[src/rtl/vga_sync.sv]
// VGA raster timing generator: divides clock_50 by two into a pixel enable and
// walks the (pixel_x, pixel_y) raster, decoding sync/blanking from next-state counters.
module vga_sync #(
    parameter int   H_DISPLAY   = 640,
    parameter int   H_FRONT     = 16,
    parameter int   H_SYNC      = 96,
    parameter int   H_BACK      = 48,
    parameter int   V_DISPLAY   = 480,
    parameter int   V_FRONT     = 10,
    parameter int   V_SYNC      = 2,
    parameter int   V_BACK      = 33,
    parameter logic SYNC_ACTIVE = 1'b0
) (
    input  logic       clock_50,
    input  logic       reset_n,
    output logic       hsync,
    output logic       vsync,
    output logic       display_on,
    output logic [9:0] pixel_x,
    output logic [9:0] pixel_y,
    output logic       pixel_tick,
    output logic       frame_start
);

    localparam int H_TOTAL = H_DISPLAY + H_FRONT + H_SYNC + H_BACK;
    localparam int V_TOTAL = V_DISPLAY + V_FRONT + V_SYNC + V_BACK;

    localparam logic [9:0] H_LAST     = 10'(H_TOTAL - 1);
    localparam logic [9:0] V_LAST     = 10'(V_TOTAL - 1);
    localparam logic [9:0] H_VIS      = 10'(H_DISPLAY);
    localparam logic [9:0] V_VIS      = 10'(V_DISPLAY);
    localparam logic [9:0] HS_FIRST   = 10'(H_DISPLAY + H_FRONT);
    localparam logic [9:0] HS_LAST    = 10'(H_DISPLAY + H_FRONT + H_SYNC - 1);
    localparam logic [9:0] VS_FIRST   = 10'(V_DISPLAY + V_FRONT);
    localparam logic [9:0] VS_LAST    = 10'(V_DISPLAY + V_FRONT + V_SYNC - 1);

    logic       tick_q, tick_d;
    logic [9:0] x_q, x_d;
    logic [9:0] y_q, y_d;
    logic       hsync_q, hsync_d;
    logic       vsync_q, vsync_d;
    logic       disp_q, disp_d;
    logic       fstart_q, fstart_d;

    logic       h_wrap;
    logic       v_wrap;

    always_comb begin
        tick_d   = ~tick_q;
        x_d      = x_q;
        y_d      = y_q;
        h_wrap   = (x_q == H_LAST);
        v_wrap   = (y_q == V_LAST);
        fstart_d = 1'b0;

        if (tick_q) begin
            if (h_wrap) begin
                x_d = '0;
                if (v_wrap) begin
                    y_d      = '0;
                    fstart_d = 1'b1;
                end else begin
                    y_d = y_q + 10'd1;
                end
            end else begin
                x_d = x_q + 10'd1;
            end
        end

        // Decode from the next-state counters so flags line up with pixel_x/pixel_y.
        disp_d  = (x_d < H_VIS) && (y_d < V_VIS);
        hsync_d = ((x_d >= HS_FIRST) && (x_d <= HS_LAST)) ? SYNC_ACTIVE : ~SYNC_ACTIVE;
        vsync_d = ((y_d >= VS_FIRST) && (y_d <= VS_LAST)) ? SYNC_ACTIVE : ~SYNC_ACTIVE;
    end

    // Reset parks the raster on its last position so the first advance lands on (0,0).
    always_ff @(posedge clock_50 or negedge reset_n) begin
        if (!reset_n) begin
            tick_q   <= 1'b0;
            x_q      <= H_LAST;
            y_q      <= V_LAST;
            hsync_q  <= ~SYNC_ACTIVE;
            vsync_q  <= ~SYNC_ACTIVE;
            disp_q   <= 1'b0;
            fstart_q <= 1'b0;
        end else begin
            tick_q   <= tick_d;
            x_q      <= x_d;
            y_q      <= y_d;
            hsync_q  <= hsync_d;
            vsync_q  <= vsync_d;
            disp_q   <= disp_d;
            fstart_q <= fstart_d;
        end
    end

    assign pixel_tick  = tick_q;
    assign pixel_x     = x_q;
    assign pixel_y     = y_q;
    assign hsync       = hsync_q;
    assign vsync       = vsync_q;
    assign display_on  = disp_q;
    assign frame_start = fstart_q;

endmodule
[config.mk]
export PLATFORM = sky130hd
export DESIGN_NAME = vga_sync
export DESIGN_NICKNAME = d
export VERILOG_FILES = /design/src/rtl/vga_sync.sv
export SDC_FILE = /design/constraint.sdc
export NUM_CORES = 1
export LEC_CHECK = 0
export CORE_MARGIN = 4
export CORE_UTILIZATION = 47
export CTS_BUF_LIST = sky130_fd_sc_hd__clkbuf_4 sky130_fd_sc_hd__clkbuf_8 sky130_fd_sc_hd__clkbuf_16
export CTS_CLUSTER_SIZE = 12
export DETAILED_ROUTE_END_ITERATION = 10
export GPL_ROUTABILITY_DRIVEN = 1
export PLACE_DENSITY = 0.76
export SETUP_SLACK_MARGIN = 0.4
export SLEW_MARGIN = 25
export SYNTH_ARGS = -nofsm -noshare
export SYNTH_HDL_FRONTEND = slang
export SYNTH_SLANG_ARGS = --single-unit
export TNS_END_PERCENT = 20
[constraint.sdc]
create_clock -name clock_50 -period 2.2 [get_ports clock_50]
set_input_delay 0.44 -clock clock_50 [delete_from_list [all_inputs] [get_ports clock_50]]
set_output_delay 0.44 -clock clock_50 [all_outputs]
set_load 0.02 [all_outputs]
After elaboration in Yosys (flattened, before gate mapping)

Index checks and enable logic that the tools add are counted.

Add/subtract/negate cells: 2
Multiply operators: 0
Divide/modulo/power cells: 0
Order comparisons: 6
Equality and inequality tests: 2
Shifts and indexed selects: 0
Mux-type cells: 10
Bitwise logic cells: 1
Reduce and logical (&&, ||, !) cells: 3

Operators with widths:

| kind                                                                                  | number |
|---|---|
| 10-bit 2-to-1 mux                                                                     | 5 |
| 10-bit by 1-bit adder with 10-bit output (second input constant)                      | 2 |
| 10-bit == test (second input constant)                                                | 2 |
| 10-bit greater-or-equal comparator (second input constant)                            | 1 |
| 10-bit by 9-bit greater-or-equal comparator with 1-bit output (second input constant) | 1 |
| 10-bit less-or-equal comparator (second input constant)                               | 1 |
| 10-bit by 9-bit less-or-equal comparator with 1-bit output (second input constant)    | 1 |
| 10-bit < comparator (second input constant)                                           | 1 |
| 10-bit by 9-bit < comparator with 1-bit output (second input constant)                | 1 |
| 1-bit 2-to-1 mux                                                                      | 5 |
| 1-bit logical AND                                                                     | 3 |
| 1-bit NOT                                                                             | 1 |

Bits in registers: 25
Latch bits: 0
Bits in writable memories: 0
Memory bits (read-only): 0
Input bits: 2
Output and inout bits: 25
Word-level logic and storage cells: 31
Memories: 0

Logic depth before layout (Yosys ltp)

Gate-level depths: netlist of run 1.

Depth in word-level cells: 7
Mapped depth: 9
Depth with buffers taken out: 8

Worst setup path after synthesis of run 1

Ideal clock, no wire load.

Kind: flip-flop to flip-flop
Start: register x_q[0] (netlist: pixel_x[0])
End: register disp_q (netlist: display_on)
Setup time: 138 ps
Data arrival time: 2239 ps
Data required time: 2062 ps
Setup slack: -177 ps
Cell stages (with the launch flop): 10
Buffers on the path: 2
Clock period less this slack: 2377 ps
Cell sequence: dfstp_2 > ha_1 > and4_1 > buf_6 > and3_1 > buf_4 > and3_4 > or3b_1 > a221oi_2 > a211oi_1

Longest elaborated chain between the ends: 5
Elaborated cells on any way between the ends: 9
Classes of those cells: add/sub (1); order compare (2); eq/ne (1); mux (4); reduce/logical (1)

Ends and longest elaborated chain:

| element                                                                               | RTL line | source |
|---|---|---|
| start: declaration                                                                    | 38       | `logic [9:0] x_q, x_d;` |
| start signal: assignment                                                              | 80       | `x_q <= H_LAST;` |
| start signal: assignment                                                              | 88       | `x_q <= x_d;` |
| 10-bit by 1-bit adder with 10-bit output or 10-bit == test (tied branches)            | 66, 52   |  |
| 10-bit 2-to-1 mux                                                                     | 57       | `if (h_wrap) begin` |
| 10-bit 2-to-1 mux                                                                     | 56       | `if (tick_q) begin` |
| 10-bit < comparator or 10-bit by 9-bit < comparator with 1-bit output (tied branches) | 71       | `disp_d = (x_d < H_VIS) && (y_d < V_VIS);` |
| 1-bit logical AND *                                                                   | 71       |  |
| via disp_d                                                                            | 42       | `logic disp_q, disp_d;` |
| end signal: assignment                                                                | 92       | `disp_q <= disp_d;` |
| end: declaration                                                                      | 42       |  |

Mark *: on every way through the listed nets, which the timed path passes. The rest lies on a longest branch.

Final worst setup path of run 1

Start: register x_q[1] (netlist: pixel_x[1])
End: register vsync_q (netlist: vsync)

Longest elaborated chain between the ends: 6
Elaborated cells on any way between the ends: 7
Classes of those cells: order compare (2); eq/ne (1); mux (3); reduce/logical (1)

Ends and longest elaborated chain:

| element                                                                                                                                     | RTL line | source |
|---|---|---|
| 10-bit == test *                                                                                                                            | 52       | `h_wrap = (x_q == H_LAST);` |
| 10-bit 2-to-1 mux *                                                                                                                         | 57       |  |
| 10-bit 2-to-1 mux *                                                                                                                         | 56       |  |
| 10-bit by 9-bit greater-or-equal comparator with 1-bit output or 10-bit by 9-bit less-or-equal comparator with 1-bit output (tied branches) | 73       | `vsync_d = ((y_d >= VS_FIRST) && (y_d <= VS_LAST)) ? SYNC_ACTIVE : ~SYNC_ACTIVE;` |
| 1-bit logical AND *                                                                                                                         | 73       |  |
| 1-bit 2-to-1 mux *                                                                                                                          | 73       |  |
| via vsync_d                                                                                                                                 | 41       | `logic vsync_q, vsync_d;` |
| end signal: assignment                                                                                                                      | 83       | `vsync_q <= ~SYNC_ACTIVE;` |
| end signal: assignment                                                                                                                      | 91       | `vsync_q <= vsync_d;` |
| end: declaration                                                                                                                            | 41       |  |

Marked as above.

==> impl_metrics.env, run 1 <==
export IMPL_power_density_nw_per_um2=358
export IMPL_grt_overflow=0
export IMPL_syn_to_final_growth_pct=31.7
export IMPL_outcome="finished, final reports clean"
export IMPL_min_path_type="in2async"
export IMPL_skew_ps=3.01
export IMPL_cp_required_ps=2440
export IMPL_vias_per_cell=5.73
export IMPL_synth_top_family_by_area="simple AND/OR/NAND/NOR gates"
export IMPL_drive_above_1_share_pct=24.7
export IMPL_fin_crit_sh_pct=96.2
export IMPL_numCtsBuffers=3
export IMPL_fmax_mhz=473
export IMPL_cp_top_family="simple AND/OR/NAND/NOR gates"
export IMPL_hold_violations=0
export IMPL_fin_crit_ps=2120
export IMPL_ys_async_sr_fraction_pct=100
export IMPL_cp_cell_sequence="ha_4 -> and4_4 -> and3_4 -> and3_4 -> or3b_1 -> a221oi_2 -> nand4b_1"
export IMPL_synthTopCellsByArea="dfrtp_1, dfstp_2, nand2_1"
export IMPL_h_tree_depth=1
export IMPL_end_kind="flop"
export IMPL_setup_viol=0
export IMPL_nets=204
export IMPL_fill_cells=252
export IMPL_synthDistinctLibCells=42
export IMPL_clock_latency_ps=320
export IMPL_antenna_found_initial=0
export IMPL_synth_edf_count=0
export IMPL_gp_routability_congestion=0.904
export IMPL_cp_max_fo=2
export IMPL_ys_ff_latch=25
export IMPL_syn_avg_cell_area_um2=9.11
export IMPL_wl_per_cell_um=15.6
export IMPL_synth_mux_area_share_pct=0.763
export IMPL_synth_xor_xnor_area_share_pct=5.94
export IMPL_worstSetupStartpointType="flop"
export IMPL_synth_flop_cell="dfrtp_1"
export IMPL_rsz0062_at_grt="true"
export IMPL_grt_max_degree=26
export IMPL_place_ws_ps=32.3
export IMPL_slew_violations=0
export IMPL_synth_top_cell_by_area="dfrtp_1"
export IMPL_crit_buf_inv=0
export IMPL_syn_inst=162
export IMPL_core_area_um2=3030
export IMPL_worstSetupPathType="reg2reg"
export IMPL_yosysWarnings=0
export IMPL_crit_slowest_cell="dfstp_2"
export IMPL_cts_buffer_depth=2
export IMPL_synth_compound_area_share_pct=15.9
export IMPL_netlist_area_um2=1480
export IMPL_max_cap_violations=0
export IMPL_post_synth_top_count_cell="nand2_1"
export IMPL_worstMarginPinSlew_ps=502
export IMPL_hold_buffers=0
export IMPL_drtAntennaViolNets=0
export IMPL_fin_ws_ps=83.9
export IMPL_wl_mm=3.77
export IMPL_holdWs_ps=463
export IMPL_num_vias=1386
export IMPL_relSlewSlack_pct=66.2
export IMPL_worst_path_largest_cell_delay_ps=580
export IMPL_path_common_cell="and3_4"
export IMPL_drtIter0Drc=48
export IMPL_hpwlAfterDp_mm=2.61
export IMPL_synth_commonest_cells="nand2_1, dfrtp_1, dfstp_2, nand3_1, o21ai_0"
export IMPL_die_w_um=64.0
export IMPL_drcViolationCount=0
export IMPL_num_io_pins=27
export IMPL_start_util_pct=48.7
export IMPL_seq_area_frac_synth_pct=43.4
export IMPL_synthAdderAreaFrac_pct=2.54
export IMPL_grt_first_pass_wirelength_mm=6.68
export IMPL_antennaDiodeCount=0
export IMPL_clock_sink_count=25
export IMPL_syn_num_nets=167
export IMPL_clkTransAtPathRegs_ps=140
export IMPL_synth_simple_area_share_pct=25.6
export IMPL_leakagePower_nw=0.827
export IMPL_max_vdd_ir_drop_v=0.000216
export IMPL_die_area_um2=4100
export IMPL_synth_top_area_share_pct=22.1
export IMPL_die_h_um=64.0
export IMPL_cts_tree="done"
export IMPL_rows=20
export IMPL_grt_pass1_vias=1408
export IMPL_grt_total_usage_pct=20.3
export IMPL_cts_root_buffer="clkbuf_4"
export IMPL_portBuffers=26
export IMPL_crit_arrival_ps=2350
export IMPL_first_pass_iters=4
[through the flow]
stage / area, µm² / std cells / TNS (ps) / total power, mW / util (%)
after detailed placement: 1830 / 232 / 0 / 0.481 / 60.6
after CTS: 1930 / 242 / 0 / 0.704 / 63.6
final: 1940 / 242 / 0 / 0.695 / 64.2
after global routing: 1940 / 242 / 0 / 0.720 / 64.2
after floorplan: 1490 / 162 / -211 / 0.469 / -
after global placement: 1830 / 232 / 0 / 0.480 / 60.6
[power breakdown]
| group | switching (mW) | internal (mW) | total [mW] |
|---|---|---|---|
| Sequential | 0 | 0.461 | 0.461 |
| Clock | 0.139 | 0.0832 | 0.222 |
| Combinational | 0.00886 | 0.00271 | 0.0116 |
[final cells by class]
type                    count  area (µm²)  area share [%]
multi-input cells         119         791            40.7
clock buffers               4        30.0            1.55
flip-flops and latches     25         641            33.0
inverters                   5        18.8           0.966
repair buffers             45         408            21.0
well taps                  44        55.1            2.83
[metal layers]
| layer | part of all wire [%] | vias up | GRT usage [%] | wire (µm) |
|---|---|---|---|---|
| met5 | 0 | - | 0 | 0 |
| met3 | 4.7 | 4 | 3.16 | 176 |
| met1 | 44 | 669 | 27.5 | 1650 |
| li1 | - | 666 | - | - |
| met4 | 0.58 | 0 | 6.47 | 22 |
| met2 | 51 | 47 | 33.2 | 1920 |
[worst paths after layout]
check	cells after the start	slack (ps)	end	from
min in group clock_50	1	560	pixel_x[2]	pixel_x[2]
worst min register to register	1	560	pixel_x[2]	pixel_x[2]
worst min-delay path	2	460	pixel_y[0]	reset_n
max in group asynchronous	2	1440	pixel_x[4]	reset_n
worst max register to register	7	80	vsync	pixel_x[1]
worst max-delay path	7	80	vsync	pixel_x[1]
[flip-flops by register name (all words and copies together) (netlist names)]
register	cells
vsync	1
hsync	1
pixel_tick	1
frame_start	1
pixel_y	10
display_on	1
pixel_x	10
[timing repair]
action                                  in CTS  in global routing
buffers inserted                             6                  0
endpoints found under the setup margin      30                 32
endpoints found under the hold margin        0                  0
pin swaps                                    6                  3
gates resized for setup                      9                  7
[layout by cell type, fill, tap and decap left out, types with 2 or more instances in the layout]
cell type         n
ha_1              2
buf_4            19
clkdlybuf4s50_1  20
o31ai_1           2
a21oi_1           5
dfrtp_1          13
nor3_1            3
o41ai_1           2
and3_4            4
a21o_1            2
nand3_1          12
and3_1            3
a41oi_1           3
inv_1             4
a211oi_1          2
nand2_1          21
o21ai_0           9
dlygate4sd2_1     2
dfstp_2          12
xnor2_1           7
nand2b_1          2
o22ai_1           4
clkbuf_4          4
and4_4            2
dlymetal6s2s_1    3
nand4_1           8
nor2_1            7
xor2_1            3
[cells by family after synthesis]
logic type / Yosys count
simple gates: 70
compound gates: 35
flops: 25
buf+inv: 18
xor+xnor: 10
fa+ha+maj: 3
mux: 1
Power figures use the tool's default switching activity.
==> run 2, diff against run 1 <==
CORE_UTILIZATION = 52   (was 47)
PLACE_DENSITY = 0.79   (was 0.76)
clock period = 2.1 ns   (was 2.2 ns; I/O delays follow)
==> impl_metrics.env, run 2 (synthesis gave the netlist of run 1 again) <==
export IMPL_numCtsBuffers=3
export IMPL_vias_per_cell=5.78
export IMPL_drcViolationCount=0
export IMPL_die_h_um=61.3
export IMPL_min_path_type="in2async"
export IMPL_hold_buffers=0
export IMPL_h_tree_depth=1
export IMPL_layout_commonest_cell="buf_4"
export IMPL_fmax_mhz=477
export IMPL_drtIter0Drc=87
export IMPL_cp_required_ps=2350
export IMPL_cts_buffer_depth=2
export IMPL_crit_arrival_ps=2350
export IMPL_rows=19
export IMPL_relSlewSlack_pct=75.7
export IMPL_cp_max_fo=2
export IMPL_hpwlAfterDp_mm=2.67
export IMPL_final_util_pct=75.3
export IMPL_max_vdd_ir_drop_v=0.000355
export IMPL_gp_routability_congestion=0.916
export IMPL_setup_tns_ps=0
export IMPL_portBuffers=26
export IMPL_holdWs_ps=437
export IMPL_fin_crit_ps=2100
export IMPL_setup_viol=0
export IMPL_worstSetupStartpointType="flop"
export IMPL_skew_ps=3.78
export IMPL_antennaDiodeCount=0
export IMPL_nets=216
export IMPL_clock_sink_count=25
export IMPL_worstMarginPinSlew_ps=360
export IMPL_leakagePower_nw=1.10
export IMPL_clkTransAtPathRegs_ps=140
export IMPL_cts_root_buffer="clkbuf_4"
export IMPL_fill_cells=201
export IMPL_worstSetupPathType="reg2reg"
export IMPL_total_power_uw=733
export IMPL_power_density_nw_per_um2=356
export IMPL_fin_crit_sh_pct=99.9
export IMPL_outcome="finished, final reports clean"
export IMPL_drtAntennaViolNets=0
export IMPL_antenna_found_initial=0
export IMPL_end_kind="flop"
export IMPL_core_area_um2=2730
export IMPL_die_area_um2=3750
export IMPL_start_util_pct=54.0
export IMPL_grt_first_pass_wirelength_mm=5.91
export IMPL_clock_latency_ps=320
export IMPL_num_io_pins=27
export IMPL_wl_mm=3.85
export IMPL_rsz0062_at_grt="true"
export IMPL_die_w_um=61.3
export IMPL_grt_max_degree=26
export IMPL_fin_cells=241
export IMPL_grt_pass1_vias=1262
export IMPL_max_cap_violations=0
export IMPL_slew_violations=0
export IMPL_syn_to_final_growth_pct=39.5
export IMPL_first_pass_iters=4
export IMPL_layout_common_cells="buf_4, nand2_1, dlymetal6s2s_1"
export IMPL_hold_violations=0
export IMPL_cts_tree="done"
export IMPL_wl_per_cell_um=16.0
export IMPL_num_vias=1394
export IMPL_grt_overflow=0
export IMPL_drive_above_1_share_pct=32.9
export IMPL_grt_total_usage_pct=20.9
export IMPL_place_inst=232
-- run 2: changes by cell type in the layout (fill, tap and decap cells not counted), moves of 2 or more --
cell             change
buf_4                +8
dlygate4sd2_1        -2
buf_2                +2
clkdlybuf4s50_1     -18
clkbuf_2             +2
buf_6                +6
dlymetal6s2s_1      +15
-- run 2: critical path, stage by stage (launching register included) --
cell and delay (ps):
dfstp_2 590, ha_4 130, and4_1 180, and3_4 180
and3_4 170, or3b_1 350, a221oi_2 290, nand4b_1 120
-- run 2: power by group --
part	internal, mW	switching [mW]	leakage, nW	total (mW)
Combinational	0.00284	0.00936	0.780	0.0122
Sequential	0.483	0	0.297	0.483
Clock	0.0872	0.151	0.0184	0.238
Total	0.573	0.160	1.10	0.733
-- run 2: final timing paths --
path,start,endpoint,slack [ps],cells past startpoint
max in group asynchronous,reset_n,pixel_x[1],1360,2
worst min-delay path,reset_n,pixel_x[7],440,2
worst max register to register,pixel_x[1],vsync,2,7
worst min register to register,pixel_x[9],pixel_x[9],590,2
worst max-delay path,pixel_x[1],vsync,2,7
min in group clock_50,pixel_x[9],pixel_x[9],590,2
-- run 2: per-layer routing --
metal	global-route usage (%)	vias to the layer above	routed length [µm]
met1	29.8	656	1730
met4	6.81	0	46
li1	-	680	-
met5	0	-	0
met3	2.94	6	260
met2	32.6	52	1810
-- run 2: metrics by stage --
step / instance area [µm²] / setup slack [ps]
finish: 2060 / 1.91
global route: 2060 / -57.4
CTS: 1960 / 20.4
detailed placement: 1920 / 22.4
global placement: 1920 / 68.9
floorplan: 1490 / -207
-- run 2: final cells by class --
class / count / area (µm²) / share of cell area [%]
Inverter: 5 / 18.8 / 0.912
Sequential cell: 25 / 641 / 31.1
Clock buffer: 4 / 30.0 / 1.46
Tap cell: 31 / 38.8 / 1.88
Timing Repair Buffer: 57 / 536 / 26.0
Multi-Input combinational cell: 119 / 795 / 38.6
-- run 2: repair_timing --
action / 4_1_cts / 5_1_grt
setup buffers: 3 / 2
gates resized for setup: 20 / 36
setup endpoints to repair: 31 / 34
pin swaps: 5 / 9
